<file path="src/rtl/cgol_pkg.sv">
// Shared types and helpers for the Life generation sequencer.
package cgol_pkg;

    typedef enum logic [1:0] {
        IDLE = 2'd0,
        SCAN = 2'd1,
        SWAP = 2'd2,
        DONE = 2'd3
    } state_t;

    // Bit positions inside the decoder's 8-bit neighbour vector.
    localparam int NB_NW = 7;
    localparam int NB_N  = 6;
    localparam int NB_NE = 5;
    localparam int NB_W  = 4;
    localparam int NB_E  = 3;
    localparam int NB_SW = 2;
    localparam int NB_S  = 1;
    localparam int NB_SE = 0;

    // Toroidal predecessor of idx in 0..n-1.
    function automatic int wrap_dec(input int idx, input int n);
        return (idx == 0) ? n - 1 : idx - 1;
    endfunction

    // Toroidal successor of idx in 0..n-1.
    function automatic int wrap_inc(input int idx, input int n);
        return (idx >= n - 1) ? 0 : idx + 1;
    endfunction

endpackage

</file>
<file path="src/rtl/decoder.sv">
// Conway Life rule for a single cell: birth on 3, survival on 2 or 3.
module decoder (
    input  logic       center,
    input  logic [7:0] sides,
    output logic       nexton
);

    logic [3:0] cnt;

    // Count live neighbours and apply the B3/S23 rule.
    always_comb begin
        cnt = 4'd0;
        for (int i = 0; i < 8; i++) begin
            cnt = cnt + 4'(sides[i]);
        end
        nexton = (cnt == 4'd3) || (center && (cnt == 4'd2));
    end

endmodule

</file>
<file path="src/rtl/cgol_gen_sequencer.sv">
// Runs whole Life generations on a toroidal W x H board, one cell per clock,
// using a single shared decoder and a double-buffered board.
module cgol_gen_sequencer
    import cgol_pkg::*;
#(
    parameter int W = 8,
    parameter int H = 8
) (
    input  logic                         clk,
    input  logic                         reset,
    input  logic                         load_en,
    input  logic [$clog2(H)-1:0]         load_row,
    input  logic [W-1:0]                 load_data,
    input  logic                         start,
    input  logic [15:0]                  gens,
    input  logic [$clog2(H)-1:0]         rd_row,
    output logic [W-1:0]                 rd_data,
    output logic                         busy,
    output logic                         done,
    output logic                         stable,
    output logic [15:0]                  gen_count,
    output logic [$clog2(W*H+1)-1:0]     population
);

    localparam int RW = $clog2(H);
    localparam int CW = $clog2(W);
    localparam int PW = $clog2(W*H+1);

    state_t                state_q, state_d;
    logic [H-1:0][W-1:0]   cur_q, cur_d;
    logic [H-1:0][W-1:0]   nxt_q, nxt_d;
    logic [RW-1:0]         row_q, row_d;
    logic [CW-1:0]         col_q, col_d;
    logic [15:0]           rem_q, rem_d;
    logic [15:0]           gen_q, gen_d;
    logic [PW-1:0]         live_q, live_d;
    logic [PW-1:0]         pop_q, pop_d;
    logic                  chg_q, chg_d;
    logic                  stable_q, stable_d;

    logic [RW-1:0]         row_n, row_s;
    logic [CW-1:0]         col_w, col_e;
    logic [W-1:0]          line_n, line_m, line_s;
    logic                  center;
    logic [7:0]            sides;
    logic                  nexton;

    // Gather the 3x3 neighbourhood of the current cell with toroidal wrap.
    always_comb begin
        row_n  = RW'(wrap_dec(int'(row_q), H));
        row_s  = RW'(wrap_inc(int'(row_q), H));
        col_w  = CW'(wrap_dec(int'(col_q), W));
        col_e  = CW'(wrap_inc(int'(col_q), W));
        line_n = cur_q[row_n];
        line_m = cur_q[row_q];
        line_s = cur_q[row_s];
        center = line_m[col_q];
        sides        = 8'd0;
        sides[NB_NW] = line_n[col_w];
        sides[NB_N]  = line_n[col_q];
        sides[NB_NE] = line_n[col_e];
        sides[NB_W]  = line_m[col_w];
        sides[NB_E]  = line_m[col_e];
        sides[NB_SW] = line_s[col_w];
        sides[NB_S]  = line_s[col_q];
        sides[NB_SE] = line_s[col_e];
    end

    decoder u_decoder (
        .center (center),
        .sides  (sides),
        .nexton (nexton)
    );

    // Next-state logic: FSM, scan pointer, counters and board banks.
    always_comb begin
        state_d  = state_q;
        cur_d    = cur_q;
        nxt_d    = nxt_q;
        row_d    = row_q;
        col_d    = col_q;
        rem_d    = rem_q;
        gen_d    = gen_q;
        live_d   = live_q;
        pop_d    = pop_q;
        chg_d    = chg_q;
        stable_d = stable_q;
        case (state_q)
            IDLE: begin
                // Load lands in cur before the first SCAN cycle reads it.
                if (load_en && (int'(load_row) < H)) begin
                    cur_d[load_row] = load_data;
                end
                if (start) begin
                    stable_d = 1'b0;
                    if (gens != 16'd0) begin
                        rem_d   = gens;
                        row_d   = '0;
                        col_d   = '0;
                        live_d  = '0;
                        chg_d   = 1'b0;
                        state_d = SCAN;
                    end else begin
                        state_d = DONE;
                    end
                end
            end
            SCAN: begin
                nxt_d[row_q][col_q] = nexton;
                live_d = live_q + PW'(nexton);
                chg_d  = chg_q | (nexton ^ center);
                if (col_q == CW'(W - 1)) begin
                    col_d = '0;
                    if (row_q == RW'(H - 1)) begin
                        state_d = SWAP;
                    end else begin
                        row_d = row_q + 1'b1;
                    end
                end else begin
                    col_d = col_q + 1'b1;
                end
            end
            SWAP: begin
                // Whole-board commit keeps readout free of half-updated boards.
                cur_d  = nxt_q;
                pop_d  = live_q;
                gen_d  = gen_q + 16'd1;
                rem_d  = rem_q - 16'd1;
                row_d  = '0;
                col_d  = '0;
                live_d = '0;
                chg_d  = 1'b0;
                if (!chg_q) begin
                    stable_d = 1'b1;
                    state_d  = DONE;
                end else if (rem_q == 16'd1) begin
                    state_d = DONE;
                end else begin
                    state_d = SCAN;
                end
            end
            DONE: begin
                state_d = IDLE;
            end
            default: begin
                state_d = IDLE;
            end
        endcase
    end

    // State registers with synchronous active-high reset.
    always_ff @(posedge clk) begin
        if (reset) begin
            state_q  <= IDLE;
            cur_q    <= '0;
            nxt_q    <= '0;
            row_q    <= '0;
            col_q    <= '0;
            rem_q    <= '0;
            gen_q    <= '0;
            live_q   <= '0;
            pop_q    <= '0;
            chg_q    <= 1'b0;
            stable_q <= 1'b0;
        end else begin
            state_q  <= state_d;
            cur_q    <= cur_d;
            nxt_q    <= nxt_d;
            row_q    <= row_d;
            col_q    <= col_d;
            rem_q    <= rem_d;
            gen_q    <= gen_d;
            live_q   <= live_d;
            pop_q    <= pop_d;
            chg_q    <= chg_d;
            stable_q <= stable_d;
        end
    end

    assign rd_data    = (int'(rd_row) < H) ? cur_q[rd_row] : '0;
    assign busy       = (state_q == SCAN) || (state_q == SWAP);
    assign done       = (state_q == DONE);
    assign stable     = stable_q;
    assign gen_count  = gen_q;
    assign population = pop_q;

endmodule

</file>
<file path="config.mk">
export PLATFORM = sky130hd
export DESIGN_NAME = cgol_gen_sequencer
export DESIGN_NICKNAME = d
export VERILOG_FILES = /design/src/rtl/cgol_pkg.sv /design/src/rtl/decoder.sv /design/src/rtl/cgol_gen_sequencer.sv
export SDC_FILE = /design/constraint.sdc
export NUM_CORES = 1
export LEC_CHECK = 0
export ABC_AREA = 1
export BUFFER_PORTS_ARGS = -buffer_cell sky130_fd_sc_hd__buf_2
export CAP_MARGIN = 20
export CORE_MARGIN = 3
export CORE_UTILIZATION = 55
export CTS_CLUSTER_DIAMETER = 100
export DETAILED_ROUTE_END_ITERATION = 6
export PLACE_DENSITY = 0.85
export SYNTH_ARGS = -nofsm -noshare
export SYNTH_HDL_FRONTEND = slang
export SYNTH_SLANG_ARGS = --single-unit
</file>
<file path="constraint.sdc">
create_clock -name clk -period 7.47 [get_ports clk]
set_input_delay 0.3735 -clock clk [delete_from_list [all_inputs] [get_ports clk]]
set_output_delay 0.3735 -clock clk [all_outputs]
set_load 0.01 [all_outputs]
</file>
Yosys cells after proc, flatten, opt, wreduce, memory -nomap -nowiden
Index checks and enable logic that the tools add are counted.
{ "totals": {"inputBits": 34, "ram_bits": 0, "mem_bits_ro": 0, "memories": 0, "ff_bits": 184, "latchBits": 0, "elab_cells": 155, "output_inout_bits": 34} }
{ "op_classes": {"magnitude_cmp": 13, "n_addsub": 16, "n_eq_ne": 15, "n_shift": 0, "bitwise": 2, "n_reduce_logical": 18, "div_mod_pow": 0, "multipliers": 0, "mux": 66} }
{ "ops": {"columns": ["operator", "n"], "rows": [
  ["$bwmux W64", 2],
  ["$pmux W64 S2", 1],
  ["$bmux W8 S3", 4],
  ["$mux W64", 1],
  ["$demux W8 S3", 2],
  ["$mux W8", 6],
  ["$lt A3 B4 Y1 const B", 8],
  ["$mux W16", 2],
  ["$pmux W16 S2", 1],
  ["$bmux W1 S3", 9],
  ["$mux W3", 9],
  ["$add A4 B1 Y4", 6],
  ["$pmux W7 S3", 1],
  ["$pmux W3 S3", 2],
  ["$add A16 B1 Y16 const B", 1],
  ["$eq A16 B1 Y1 const B", 1],
  ["$reduce_bool A16 Y1", 1],
  ["$sub A16 B1 Y16 const B", 1],
  ["$mux W1", 14],
  ["$mux W7", 2],
  ["$ne A2 B2 Y1 const B", 7],
  ["$add A3 B1 Y3 const B", 4],
  ["$mux W2", 6],
  ["$reduce_and A3 Y1", 4],
  ["23 further kinds", 35]
]} }

Depth between registers and ports, before layout
{ "depth": {"word_depth": 19, "ltp_mapped": 36, "ltp_nobuf": 33} }

Hierarchy
A second synthesis with hierarchy kept.
{ "hier_totals": {"cells_unflattened": 1676, "area_unflattened_um2": 11380.9} }
{ "modules_own_cells": {"columns": ["module", "cells_per_inst", "n_inst", "area_each_um2", "seq_area_each_um2"], "rows": [
  ["cgol_gen_sequencer", 1648, 1, 11180.7, 3683.5],
  ["decoder", 28, 1, 200.2, 0.0]
]} }

Worst setup path before layout
Ideal clock, no wire load.
{ "synth_timing": {"kind": "flip-flop to flip-flop", "from": "register row_q[0]", "to": "register live_q[4]", "arrival_ps": 5675, "n_path_buf": 5, "path_stages_with_launch": 36, "t_required_ps": 7354, "period_less_slack_ps": 5791, "setup_time_ps": 116, "slack_ps": 1679, "path_cell_list": "dfxtp_1 inv_2 buf_4 buf_4 ha_1 inv_1 nor2_2 buf_2 nand2_1 o211ai_1 nand3_1 nand3_1 nand2_1 nand2_1 nand2_1 ha_1 inv_1 fa_1 fa_1 inv_1 fa_1 inv_1 fa_1 o21bai_1 a21oi_1 nand3_1 nand2_1 buf_6 buf_6 ha_1 ha_1 nand2_1 nor2_1 nand3_1 nand2_1 a21oi_1"} }
{ "synth_between": {"elab_chain_cells": 18, "word_cells_on_any_way": 43, "cone_classes": "10 x add/sub; 1 x order compare; 2 x eq/ne; 27 x mux; 3 x reduce/logical"} }
{ "synth_lines": {"columns": ["item", "line_no", "rtl"], "rows": [
  ["start, declared", "cgol_gen_sequencer.sv:32", "logic [RW-1:0] row_q, row_d;"],
  ["start signal, assigned", "cgol_gen_sequencer.sv:169", "row_q <= row_d;"],
  ["$add A3 B1 Y3 / $ge A3 B3 Y1 (equally long branches)", "cgol_pkg.sv:28", "return (idx >= n - 1) ? 0 : idx + 1;"],
  ["$mux W3", "cgol_pkg.sv:28", null],
  ["$bmux W8 S3", "cgol_gen_sequencer.sv:56", "line_s = cur_q[row_s];"],
  ["$mux W8 (not written as such)", "cgol_gen_sequencer.sv:56", null],
  ["$bmux W1 S3, on equally long branches", "cgol_gen_sequencer.sv:66, cgol_gen_sequencer.sv:65", null],
  ["$mux W1, on equally long branches", "cgol_gen_sequencer.sv:66, cgol_gen_sequencer.sv:65", null],
  ["$add A1 B1 Y2", "decoder.sv:14", "cnt = cnt + 4'(sides[i]);"],
  ["$add A4 B1 Y4 (6 in a row)", "decoder.sv:14", null],
  ["$eq A4 B2 Y1", "decoder.sv:16", "nexton = (cnt == 4'd3) || (center && (cnt == 4'd2));"],
  ["$logic_and A1 B1 Y1", "decoder.sv:16", null],
  ["$logic_or A1 B1 Y1 *", "decoder.sv:16", null],
  ["net nexton", "cgol_gen_sequencer.sv:46", "logic nexton;"],
  ["$add A7 B1 Y7 *", "cgol_gen_sequencer.sv:110", "live_d = live_q + PW'(nexton);"],
  ["$pmux W7 S3 *", "cgol_gen_sequencer.sv:88", "case (state_q)"],
  ["end signal, assigned", "cgol_gen_sequencer.sv:173", "live_q <= live_d;"],
  ["end, declared", "cgol_gen_sequencer.sv:36", "logic [PW-1:0] live_q, live_d;"]
]} }
Mark *: on every way through the listed nets, which the timed path passes. The rest lies on a longest branch. The select of a mux whose other input is x is not followed.
A chain may end at the register's enable or synchronous reset.

Worst setup path after layout
{ "layout_timing": {"from": "register row_q[1]", "to": "register nxt_q[39] in the netlist's numbering"} }
{ "layout_between": {"elab_chain_cells": 17, "word_cells_on_any_way": 47, "cone_classes": "9 x add/sub; 3 x order compare; 2 x eq/ne; 29 x mux; 4 x reduce/logical"} }
{ "layout_lines": {"columns": ["item", "line_no", "rtl"], "rows": [
  ["$add A3 B1 Y3 / $ge A3 B3 Y1 (equally long branches)", "cgol_pkg.sv:28", null],
  ["$mux W3", "cgol_pkg.sv:28", null],
  ["$bmux W8 S3", "cgol_gen_sequencer.sv:56", null],
  ["$mux W8 (not written as such)", "cgol_gen_sequencer.sv:56", null],
  ["$bmux W1 S3, on equally long branches", "cgol_gen_sequencer.sv:66, cgol_gen_sequencer.sv:65", null],
  ["$mux W1, on equally long branches", "cgol_gen_sequencer.sv:66, cgol_gen_sequencer.sv:65", null],
  ["$add A1 B1 Y2", "decoder.sv:14", null],
  ["$add A4 B1 Y4 (6 in a row)", "decoder.sv:14", null],
  ["$eq A4 B2 Y1", "decoder.sv:16", null],
  ["$logic_and A1 B1 Y1", "decoder.sv:16", null],
  ["$logic_or A1 B1 Y1", "decoder.sv:16", null],
  ["$bwmux W64 *", "cgol_gen_sequencer.sv:109", "nxt_d[row_q][col_q] = nexton;"],
  ["end signal, assigned", "cgol_gen_sequencer.sv:168", "nxt_q <= nxt_d;"],
  ["end, declared", "cgol_gen_sequencer.sv:31", "logic [H-1:0][W-1:0] nxt_q, nxt_d;"]
]} }
Mark *: on every way between the ends. The rest lies on a longest branch, timed or not. The select of a mux whose other input is x is not followed.

==> impl_metrics.csv <==
group,metric,value,unit
hold_path,hold_depth,3,
synthesis,avgSynthCellArea,6.268,sq um
timing,period_share,0.8458,
power_and_ir_drop,p_leak,5.379,nW
setup_path,critPathKind,"reg2reg",
synthesis,syn_nets,1894,
placed_design,port_buffers,67,
synthesis,synth-edff-count,0,
grt,overflow,0,
clocking,cts_tree,"yes",
floorplanning,die_y,150.6,microns
hold_path,worstHoldPathType,"in2reg",
drt,vias,12630,
timing,fmax,158.3,MHz
timing,finalMaxSlewViolations,0,
floorplanning,ios,68,
layout,fin_nets,1906,
timing,whs,0.2220,ns
power_and_ir_drop,finalPower,5.891,mW
hold_path,hp-start,"gens[3]",
timing,layout_setup_ws,1.152,ns
synthesis,ys_ff_latch,184,
clocking,cts_buffer_depth,2,
synthesis,yosys.area.top_type_share,0.3201,
grt,antenna_found_initial,0,
setup_path,r2r_cells,26,
status,status,"completed",
clocking,cts_resized,0,
setup_path,slowest_stage,"buf_4",
layout,final_common_cell,"nand2_1",
timing,slew_headroom,0.2927,
clocking,htree_levels,4,
synthesis,syn_inst,1836,
timing,rsz0062_at_grt,"false",
drt,avgRoutedWirePerCell,17.44,microns
floorplanning,initial_core_util,0.5651,
timing,finalSetupTns,0,ns
synthesis,ys_seq_area_frac,0.3201,
layout,synthToLayoutAreaGrowth,8.252,%
placed_design,hpwl,26220,microns
setup_path,critPathBufInv,6,
clocking,cts_hold_buf,0,
setup_path,startpoint_type,"register",
floorplanning,die_x,150.6,microns
drt,wirelength,37160,microns
layout,drive_gt1_frac,0.07254,
timing,timing.final.crit_period,6.318,ns
power_and_ir_drop,pwr_density_cell,472.9,nW/um^2
drt,vias_per_cell,5.928,
clocking,root_buffer,"clkbuf_16",
clocking,clk_pin_slew,0.07,ns
setup_path,cp_num_cells,26,
timing,hold_viol,0,
synthesis,yosysWarningCount,0,
synthesis,async_flop_share,0,
grt,grt_pass1_wl,58650,microns
floorplanning,fp.dieArea,22690,sq um
setup_path,crit_arrival,6.70,ns
layout,num_antenna_cells,0,
setup_path,slowest_delay,0.56,ns
timing,worst_pin_slew,1.057,ns
floorplanning,core_area,20360,sq um
setup_path,rr_startpoint,"row_q[1]$_SDFFE_PP0P_",
grt,grt_pass1_vias,11030,
synthesis,yosysTopAreaCell,"dfxtp_1",
clocking,clkLatencyLatePin,0.44,ns
synthesis,ys_types,43,
layout,seqCellArea,3684,sq um
setup_path,endpoint_kind,"register",
setup_path,worstPathRequired,7.85,ns
drt,drt_drc_violations_left,0,
setup_path,cp_max_fo,64,
grt,grt_util_all_layers,0.3251,
grt,grt_max_degree,78,
job,cap_violations,0,
clocking,post_cts_buffers,0,
drt,ant_nets,0,
clocking,cts_buffers,17,
layout,multi_input_area,6362,sq um
clocking,clock_sinks,184,
timing,setup_viol,0,
synthesis,netlist_top_cells_area,"dfxtp_1, nand2_1, a21oi_1",
floorplanning,rows,52,
placed_design,dp_slack,1.256,ns
timing,skew,0.01116,ns
synthesis,syn-cell-area,11510,sq um
power_and_ir_drop,peakVddDrop,1.103,mV
layout,final_cell_mix,"nand2_1, inv_1, a21oi_1",
drt,drtPass1Iterations,7,
synthesis,ys.flop_type,"dfxtp_1",
setup_path,crit_family,"adder cells",
placed_design,gp_congestion,1.074,
drt,first_iter_violations,1762,
layout,fill_cells,1905,
setup_path,cp-startpoint,"row_q[1]$_SDFFE_PP0P_",
[final cells by class]
| class | count | area share |
|---|---|---|
| timing repair buffer | 84 | 0.03736 |
| clock inverter | 15 | 0.01085 |
| sequential | 184 | 0.2957 |
| clock buffer | 17 | 0.03415 |
| tap | 270 | 0.02712 |
| inverter | 279 | 0.08407 |
| multi-input combinational | 1282 | 0.5107 |
[layer usage]
| metal | wire (microns) | GRT usage | vias up |
|---|---|---|---|
| met1 | 15210 | 0.4549 | 5666 |
| met4 | 935 | 0.1011 | 0 |
| met3 | 4581 | 0.07044 | 72 |
| li1 | - | - | 6108 |
| met2 | 16440 | 0.5024 | 787 |
| met5 | 0 | 0 | - |
[worst reg2reg max path, stage by stage, from the launching register on]
cell and delay, ns:
dfxtp_1 0.40, ha_1 0.22, ha_1 0.24, nor2_4 0.54, buf_4 0.30, o21ai_0 0.11
o211ai_1 0.30, nand3_1 0.12, nand3_1 0.10, nand2_1 0.05, nand2_1 0.05, nand2_1 0.06
ha_1 0.27, inv_1 0.05, fa_1 0.50, fa_1 0.54, inv_1 0.05, fa_1 0.43
inv_1 0.08, fa_1 0.40, o21bai_1 0.16, a21oi_1 0.16, nand3_1 0.13, nand2_2 0.09
buf_4 0.56, o21ai_0 0.28, inv_1 0.08
[cell families after synthesis]
family                   share of synthesized area
AO/OA/AOI/OAI                               0.2782
buffers and inverters                       0.1292
XOR/XNOR                                  0.005328
flip-flops                                  0.3201
adder cells (fa/ha/maj)                    0.02871
AND/OR/NAND/NOR                             0.2384
[state kept, by name, summed over array words and instances (netlist names)]
name,cells
chg_q,1
population,7
col_q,3
nxt_q,64
stable,1
live_q,7
cur_q,64
row_q,3
gen_count,16
rem_q,16
state_q,2
[final timing paths]
path / end / slack [ns]
setup / recovery: nxt_q[39]$_SDFFE_PP0P_ / 1.15
setup reg to reg: nxt_q[39]$_SDFFE_PP0P_ / 1.15
hold reg to reg: stable$_SDFFE_PP0P_ / 0.48
hold / removal: rem_q[3]$_SDFFE_PP0P_ / 0.22
[cell usage after synthesis (all sizes together), types with 2 or more instances]
cell / count
nand2: 385
nor2: 124
dfxtp: 184
xor2: 4
xnor2: 3
o211ai: 33
o22ai: 5
a21oi: 237
nor3: 30
clkbuf: 58
nand4: 8
a31oi: 12
nor4: 4
ha: 20
o31ai: 3
buf: 33
nand3: 107
o21ai: 245
clkinv: 4
a221oi: 4
inv: 275
fa: 4
or2: 2
a211oi: 43
[where the power goes]
part           internal [mW]  switching, mW
clock network          0.439          0.427
logic                  0.944           2.65
registers               1.18          0.246
[per-stage QoR]
| stage | instance area (sq um) | cells | util |
|---|---|---|---|
| after floorplan | 11510 | 1836 | - |
| after global placement | 11900 | 2099 | 0.5842 |
| after detailed placement | 11900 | 2099 | 0.5842 |
| after CTS | 12460 | 2131 | 0.6117 |
| after global routing | 12460 | 2131 | 0.6117 |
| final | 12460 | 2131 | 0.6117 |
(Power assumes the default switching activity.)
